`src/rtl/peripheral_mpi_wb_pkg.sv`:
```
// Shared types for the MPI Wishbone initiator: FSM state encoding and response status codes.
package peripheral_mpi_wb_pkg;

  typedef enum logic [2:0] {
    IDLE,
    WDATA,
    BUS,
    RDATA,
    RESP
  } state_t;

  localparam logic [1:0] STAT_OK      = 2'b00;
  localparam logic [1:0] STAT_BUS_ERR = 2'b01;
  localparam logic [1:0] STAT_TIMEOUT = 2'b10;

endpackage

```
`src/rtl/peripheral_mpi_wb_initiator.sv`:
```
// Wishbone classic initiator: turns one command into len single-beat cycles,
// streams write data in / read data out, and returns one status response.
module peripheral_mpi_wb_initiator
  import peripheral_mpi_wb_pkg::*;
#(
  parameter int LEN_W   = 4,
  parameter int TIMEOUT = 255,
  parameter int TO_W    = 8
) (
  input  logic             clk,
  input  logic             rst,
  input  logic             cmd_valid,
  output logic             cmd_ready,
  input  logic [31:0]      cmd_addr,
  input  logic             cmd_we,
  input  logic [LEN_W-1:0] cmd_len,
  input  logic             cmd_incr,
  input  logic             wdata_valid,
  output logic             wdata_ready,
  input  logic [31:0]      wdata,
  output logic             rdata_valid,
  input  logic             rdata_ready,
  output logic [31:0]      rdata,
  output logic             rsp_valid,
  input  logic             rsp_ready,
  output logic [1:0]       rsp_status,
  output logic [LEN_W-1:0] rsp_count,
  output logic [31:0]      wb_adr_o,
  output logic             wb_we_o,
  output logic             wb_cyc_o,
  output logic             wb_stb_o,
  output logic [31:0]      wb_dat_o,
  input  logic [31:0]      wb_dat_i,
  input  logic             wb_ack_i,
  input  logic             wb_err_i
);

  localparam logic [TO_W-1:0] TO_LAST = TO_W'(TIMEOUT - 1);

  state_t           state;
  logic [LEN_W-1:0] len_q;
  logic [LEN_W-1:0] count_q;
  logic [LEN_W-1:0] count_nxt;
  logic             incr_q;
  logic [TO_W-1:0]  to_cnt;

  assign count_nxt = count_q + LEN_W'(1);
  assign rsp_count = count_q;

  // Every output is a register updated together with the state, so the
  // handshake signals always agree with the state they belong to.
  always_ff @(posedge clk or posedge rst) begin
    if (rst) begin
      state       <= IDLE;
      cmd_ready   <= 1'b1;
      wdata_ready <= 1'b0;
      rdata_valid <= 1'b0;
      rdata       <= '0;
      rsp_valid   <= 1'b0;
      rsp_status  <= STAT_OK;
      wb_adr_o    <= '0;
      wb_we_o     <= 1'b0;
      wb_cyc_o    <= 1'b0;
      wb_stb_o    <= 1'b0;
      wb_dat_o    <= '0;
      len_q       <= '0;
      count_q     <= '0;
      incr_q      <= 1'b0;
      to_cnt      <= '0;
    end else begin
      case (state)
        IDLE: begin
          if (cmd_valid) begin
            wb_adr_o   <= cmd_addr;
            wb_we_o    <= cmd_we;
            len_q      <= cmd_len;
            incr_q     <= cmd_incr;
            count_q    <= '0;
            rsp_status <= STAT_OK;
            cmd_ready  <= 1'b0;
            if (cmd_len == '0) begin
              rsp_valid <= 1'b1;
              state     <= RESP;
            end else if (cmd_we) begin
              wdata_ready <= 1'b1;
              state       <= WDATA;
            end else begin
              wb_cyc_o <= 1'b1;
              wb_stb_o <= 1'b1;
              to_cnt   <= '0;
              state    <= BUS;
            end
          end
        end
        WDATA: begin
          if (wdata_valid) begin
            wb_dat_o    <= wdata;
            wdata_ready <= 1'b0;
            wb_cyc_o    <= 1'b1;
            wb_stb_o    <= 1'b1;
            to_cnt      <= '0;
            state       <= BUS;
          end
        end
        BUS: begin
          to_cnt <= to_cnt + TO_W'(1);
          // err dominates a simultaneous ack; the acked beat is not counted
          if (wb_err_i) begin
            rsp_status <= STAT_BUS_ERR;
            wb_cyc_o   <= 1'b0;
            wb_stb_o   <= 1'b0;
            rsp_valid  <= 1'b1;
            state      <= RESP;
          end else if (wb_ack_i) begin
            count_q  <= count_nxt;
            wb_cyc_o <= 1'b0;
            wb_stb_o <= 1'b0;
            if (incr_q) wb_adr_o <= wb_adr_o + 32'd4;
            if (!wb_we_o) begin
              rdata       <= wb_dat_i;
              rdata_valid <= 1'b1;
              state       <= RDATA;
            end else if (count_nxt == len_q) begin
              rsp_valid <= 1'b1;
              state     <= RESP;
            end else begin
              wdata_ready <= 1'b1;
              state       <= WDATA;
            end
          end else if (to_cnt == TO_LAST) begin
            rsp_status <= STAT_TIMEOUT;
            wb_cyc_o   <= 1'b0;
            wb_stb_o   <= 1'b0;
            rsp_valid  <= 1'b1;
            state      <= RESP;
          end
        end
        RDATA: begin
          if (rdata_ready) begin
            rdata_valid <= 1'b0;
            if (count_q == len_q) begin
              rsp_valid <= 1'b1;
              state     <= RESP;
            end else begin
              wb_cyc_o <= 1'b1;
              wb_stb_o <= 1'b1;
              to_cnt   <= '0;
              state    <= BUS;
            end
          end
        end
        RESP: begin
          if (rsp_ready) begin
            rsp_valid <= 1'b0;
            cmd_ready <= 1'b1;
            state     <= IDLE;
          end
        end
        default: begin
          state     <= IDLE;
          cmd_ready <= 1'b1;
        end
      endcase
    end
  end

endmodule
```
`config.mk`:
```
export PLATFORM = sky130hd
export DESIGN_NAME = peripheral_mpi_wb_initiator
export DESIGN_NICKNAME = d
export VERILOG_FILES = /design/src/rtl/peripheral_mpi_wb_pkg.sv /design/src/rtl/peripheral_mpi_wb_initiator.sv
export SDC_FILE = /design/constraint.sdc
export NUM_CORES = 1
export LEC_CHECK = 0
export CAP_MARGIN = 10
export CELL_PAD_IN_SITES_DETAIL_PLACEMENT = 0
export CELL_PAD_IN_SITES_GLOBAL_PLACEMENT = 2
export CORE_ASPECT_RATIO = 2
export CORE_MARGIN = 8
export CORE_UTILIZATION = 27
export DETAILED_ROUTE_END_ITERATION = 7
export PLACE_DENSITY = 0.85
export RECOVER_POWER = 100
export SYNTH_ARGS = -nofsm -noshare
export SYNTH_HDL_FRONTEND = slang
export SYNTH_SLANG_ARGS = --single-unit
```
`constraint.sdc`:
```
create_clock -name clk -period 5.2 [get_ports clk]
set_clock_uncertainty 0.2 [all_clocks]
set_input_delay 1.04 -clock clk [delete_from_list [all_inputs] [get_ports clk]]
set_output_delay 1.04 -clock clk [all_outputs]
set_load 0.005 [all_outputs]
```
## Yosys cells after proc, flatten, opt, wreduce, memory -nomap -nowiden

Cells that the tools add are included.

| cells by class | value |
|---|---|
| add/subtract/negate cells | 3 |
| multiply operators | 0 |
| div/mod/pow operators | 0 |
| magnitude comparators | 0 |
| equal/unequal tests | 28 |
| shift operators | 0 |
| muxes and demuxes | 72 |
| bitwise operators | 3 |
| reduce and logical (&&, ||, !) cells | 21 |

Operators by type and width:

| cell | count |
|---|---|
| 2-to-1 mux 32 bit | 4 |
| one-hot mux 32 bit (2 select lines) | 1 |
| 2-to-1 mux 8 bit | 6 |
| 2-to-1 mux 1 bit | 33 |
| 2-to-1 mux 3 bit | 11 |
| adder 32 x 3 -> 32 bit, second input constant | 1 |
| inequality test 2 bit, second input constant | 16 |
| one-hot mux 8 bit (4 select lines) | 1 |
| AND reduction 9 bit | 2 |
| one-hot mux 3 bit (5 select lines) | 1 |
| AND reduction 5 bit | 3 |
| 2-to-1 mux 4 bit | 3 |
| inequality test 4 bit, second input constant | 3 |
| AND reduction 4 bit | 3 |
| 2-to-1 mux 2 bit | 5 |
| adder 8 x 1 -> 8 bit, second input constant | 1 |
| equality test 4 bit | 2 |
| equality test 8 bit, second input constant | 1 |
| one-hot mux 1 bit (4 select lines) | 2 |
| one-hot mux 4 bit (2 select lines) | 1 |
| AND reduction 8 bit | 1 |
| nonzero test 4 bit | 2 |
| AND reduction 7 bit | 1 |
| equality test 3 x 2 -> 1 bit, second input constant | 2 |
| other kinds (15) | 21 |

| storage, ports and cells | value |
|---|---|
| flip-flop bits (word level) | 124 |
| latch bits | 0 |
| memory bits (writable) | 0 |
| bits in read-only memories | 0 |
| input bits | 110 |
| output and inout port bits | 109 |
| logic and storage cells | 142 |
| memories kept | 0 |

## Longest topological paths before layout

| depth | value |
|---|---|
| word-level depth | 7 |
| gate-level depth with buffers | 8 |
| mapped depth without buffers | 7 |

## Worst setup path after synthesis

Ideal clock, no wire load.

| path | value |
|---|---|
| kind | input to register |
| start | input port cmd_len[1] |
| end | register wb_stb_o |
| setup time | 0.121 ns |
| data arrival time | 2.210 ns |
| data required time | 4.879 ns |
| slack | 2.669 ns |
| stages | 5 |
| path buffers | 1 |
| path through | nor4_1 > o31ai_1 > o21a_1 > clkbuf_1 > a22o_1 |

| on the way | value |
|---|---|
| word-level cells in the longest chain between the ends | 3 |

RTL lines:

| element | line | RTL |
|---|---|---|
| from (decl) | peripheral_mpi_wb_initiator.sv:16 | `input logic [LEN_W-1:0] cmd_len,` |
| logical NOT 4 bit | peripheral_mpi_wb_initiator.sv:81 | `if (cmd_len == '0) begin` |
| inequality test 2 bit (no source line) | -- |  |
| AND reduction 8 bit (no source line) | -- |  |
| to (signal assigned) | peripheral_mpi_wb_initiator.sv:89 | `wb_stb_o <= 1'b1;` |
| to (signal assigned) | peripheral_mpi_wb_initiator.sv:100 | `wb_stb_o <= 1'b1;` |
| to (signal assigned) | peripheral_mpi_wb_initiator.sv:111 | `wb_stb_o <= 1'b0;` |
| to (decl) | peripheral_mpi_wb_initiator.sv:31 | `output logic wb_stb_o,` |

Every way passes these cells.
A chain may end at the register's enable or synchronous reset.

## Worst setup path in the final report

| path | value |
|---|---|
| start | input port wb_ack_i |
| end | register wb_adr_o[18] |

| on the way | value |
|---|---|
| word-level cells in the longest chain between the ends | 2 |

RTL lines:

| element | line | RTL |
|---|---|---|
| from (decl) | peripheral_mpi_wb_initiator.sv:34 | `input logic wb_ack_i,` |
| inequality test 2 bit (no source line) | -- |  |
| AND reduction 5 bit (no source line) | -- |  |
| to (signal assigned) | peripheral_mpi_wb_initiator.sv:74 | `wb_adr_o <= cmd_addr;` |
| to (signal assigned) | peripheral_mpi_wb_initiator.sv:118 | `if (incr_q) wb_adr_o <= wb_adr_o + 32'd4;` |
| to (decl) | peripheral_mpi_wb_initiator.sv:28 | `output logic [31:0] wb_adr_o,` |

Every way passes these cells.

==> impl_metrics.csv <==
group,metric,value,unit
power,switching_power,1.828,mW
power,power_density,558.6,nW/um^2
power,internal_power,3.228,mW
placed_design,placed_cells,1017,
placed_design,dp_hpwl,15.91,mm
logic_synthesis,synth_cell_types,71,
cts,cts_buffer_depth,2,
placed_design,io_buffer_count,218,
logic_synthesis,synthesis.area,6036,sq um
global_routing,track_usage,15.41,%
global_routing,grt_pass1_vias,5430,
logic_synthesis,netlist_top_cells_area,"dfrtp_1 51%, mux2_1 8.0%, mux2_2 5.8%",
final_layout,final_cells,1053,
cts,post_cts_buffers,0,
routing,drt_wl_total,20.82,mm
logic_synthesis,syn_area_per_cell,11.05,sq um
status,status,"finished with violations",
global_routing,overflow,0,
logic_synthesis,netlist.area_leader.share,51.00,%
global_routing,antenna_found_initial,4,
timing,tightest_slew,3.100,ns
power,share_comb_of_total_power,41.2,%
power,p_seq_share,35.9,%
routing,highest_layer,"met4",
floorplanning,dieArea,27690,sq um
cts,cts_tree,"done",
timing,hold_violations,0,
job,max_cap_viol_count,3,
critical_path,cp_data_arrival_time,4.03,ns
critical_path,path_class,"in -> reg",
power,swShare,36.15,%
routing,m1WireLength,7.046,mm
placed_design,post-place-ws,1.454,ns
timing,post-route-min-period,3.917,ns
cts,clk_pin_slew_worst_paths,0.06,ns
floorplanning,io-pin-count,219,
final_layout,fin_util,41.03,%
floorplanning,die_x,121.7,um
cts,cts-resized-gates,0,
min_path,min-delay-path-class,"reg -> reg",
routing,viasPerCell,4.915,
timing,slew_violations,132,
cts,root_buffer,"clkbuf_16",
final_layout,drive_above_1_share,10.48,%
cts,htree_levels,4,
global_routing,grt_pass1_wl,31.80,mm
global_routing,grt_start_max_net_pins,65,
routing,detail-route-antenna-nets,0,
logic_synthesis,synth_enable_flop_cells,0,
cts,cts.sinks,124,
power,ir_worst_vdd,0.2942,mV
timing,setup_viol,0,
critical_path,worstPathMaxFanout,21,
cts,clock_latency,0.43,ns
routing,dr.pass1.iters,4,
cts,cts_buffers,17,
floorplanning,num_rows,77,
timing,fin_setup_tns,0,ns
routing,met2_length,12.02,mm
timing,max_clock_freq,255.3,MHz
logic_synthesis,ys.flop_type,"dfrtp_1",
timing,finalCritPeriodShare,75.32,%
logic_synthesis,seq_area_frac_synth,51.43,%
power,clock_power_share,22.9,%
routing,vias,5176,
power,p_leak,3.698,nW
timing,rsz0062_at_grt,"false",
floorplanning,initial_core_util,27.36,%
floorplanning,fp.coreArea,22060,sq um
final_layout,fillerInstances,2164,
logic_synthesis,async_flop_share,100.0,%
logic_synthesis,postSynthCellCount,546,
routing,drt-initial-drc-count,273,
placed_design,gp_congestion,0.7906,
critical_path,cp.required,5.32,ns
logic_synthesis,ys_ff_latch,124,
final_layout,area_growth,49.96,%
routing,routedWlPerCell,19.77,um
critical_path,start_kind,"input pin",
status,failed_checks,"capacitance limit, slew limit",
floorplanning,die_y,227.4,um
logic_synthesis,ys_warn_count,0,
logic_synthesis,synth_fp_nets,660,
cts,ctsHoldBuffers,0,
timing,layout_setup_ws,1.283,ns
routing,wl_met3,1.157,mm
final_layout,layout.nets,874,
logic_synthesis,yosysTopAreaCell,"dfrtp_1",
routing,route.detailed.drc,0,
timing,slew_headroom,-107.8,%
critical_path,endpoint_kind,"flop",
-- placed cells by master (no fill, tap or decap), types with 4 or more instances in the layout --
cell	synthesis	routed
dfrtp_1	123	123
dlygate4sd3_1	0	114
clkdlybuf4s50_1	0	104
mux2_1	43	43
a21oi_1	37	37
nand2_1	36	36
mux2_2	31	31
nor2_1	30	30
nand3_1	26	26
o21ai_0	21	23
nor3_1	17	17
clkbuf_16	0	17
o22ai_1	13	13
inv_1	12	11
nand4_1	8	8
a2bb2oi_1	8	8
a31oi_1	7	7
a22o_1	6	6
xnor2_1	5	5
clkbuf_1	11	5
clkinv_4	0	5
diode_2	0	4
o21a_1	4	4
o211ai_1	4	4
nand2b_1	4	4
and2_1	4	4
a22oi_1	4	4
o21ai_1	6	4
or4_1	4	4
ha_1	4	4
inv_6	0	4
-- area by class of cell --
class | instances | area (sq um) | share of cell area [%]
tap | 276 | 345.3 | 3.815
timing repair buffer | 225 | 2236 | 24.70
clock buffer | 19 | 432.9 | 4.783
antenna | 4 | 10.01 | 0.1106
sequential | 124 | 3104 | 34.30
clock inverter | 13 | 135.1 | 1.493
multi-input combinational | 380 | 2741 | 30.29
inverter | 12 | 46.29 | 0.5115
-- worst paths after layout --
kind	start	to	slack, ns	depth (start not counted)
max in group asynchronous	rst	to_cnt[7]$_DFFE_PP0P_	1.64	2
setup reg to reg	state[1]$_DFFE_PP0P_	wb_adr_o[18]$_DFFE_PP0P_	1.70	5
min in group asynchronous	rst	wb_dat_o[26]$_DFFE_PP0P_	1.75	2
hold reg to reg	rdata[21]$_DFFE_PP0P_	rdata[21]$_DFFE_PP0P_	0.28	1
hold / removal	rdata[21]$_DFFE_PP0P_	rdata[21]$_DFFE_PP0P_	0.28	1
setup / recovery	wb_ack_i	wb_adr_o[18]$_DFFE_PP0P_	1.28	6
-- metrics by stage --
stage	power (mW)	area, sq um	hold slack (ns)
finish	5.056	9051	0.2776
floorplan	2.841	6036	0.2492
detailed placement	4.146	8501	0.2766
CTS	5.335	9069	0.2877
global route	5.394	9049	0.2941
global placement	4.104	8501	0.2596
-- synthesized netlist by cell type (3+ instances only) --
cell	n
nor2_1	30
inv_1	12
nand2_1	36
buf_2	12
a2bb2oi_1	8
a21oi_1	37
a22oi_1	4
mux2_2	31
xnor2_1	5
nand3_1	26
o211ai_1	4
nand4_1	8
or4_1	4
o21ai_0	21
a31oi_1	7
clkbuf_1	11
dfrtp_1	123
nor4_1	3
and2_1	4
ha_1	4
nand2b_1	4
a22o_1	6
o22ai_1	13
buf_4	5
o2bb2ai_1	3
nor3_1	17
o21ai_1	6
o21a_1	4
mux2_1	43
-- registers in the layout (all words and copies together), names as in the netlist --
register and flops:
rdata_valid 1, rsp_valid 1, wb_stb_o 1, wb_dat_o 32, wdata_ready 1, state 3
to_cnt 8, cmd_ready 1, rsp_status 2, rsp_count 4, len_q 4, wb_we_o 1
wb_adr_o 32, rdata 32, incr_q 1
-- metal layers --
| metal | global-route usage, % | vias to the layer above |
|---|---|---|
| met3 | 4.148 | 30 |
| met2 | 28.68 | 133 |
| met1 | 14.91 | 2559 |
| met4 | 8.410 | 0 |
| li1 | - | 2454 |
| met5 | 0 | - |
-- worst max-delay path, cell delays in order --
cell	delay, ns
dlygate4sd3_1	0.67
nand2b_1	0.19
a211oi_1	0.84
clkbuf_1	0.80
o21ai_0	0.21
a22o_1	0.28
-- power by group through the flow --
stage | Sequential [mW] | Clock (mW) | Combinational [mW]
after floorplan | 1.78 | 0 | 1.07
after global placement | 1.84 | 0 | 2.26
after detailed placement | 1.85 | 0 | 2.29
after CTS | 1.84 | 1.19 | 2.30
after global routing | 1.89 | 1.23 | 2.28
final | 1.82 | 1.16 | 2.08
-- kinds of logic after synthesis --
| group | share of synthesized area (%) |
|---|---|
| AOI/OAI and AO/OA | 14.93 |
| xor gates and xnor gates | 1.264 |
| adders and majority gates | 0.8292 |
| buffers and inverters | 3.172 |
| DFF | 51.43 |
| muxes | 14.14 |
| and+or+nand+nor | 14.24 |
(Power assumes the default switching activity.)
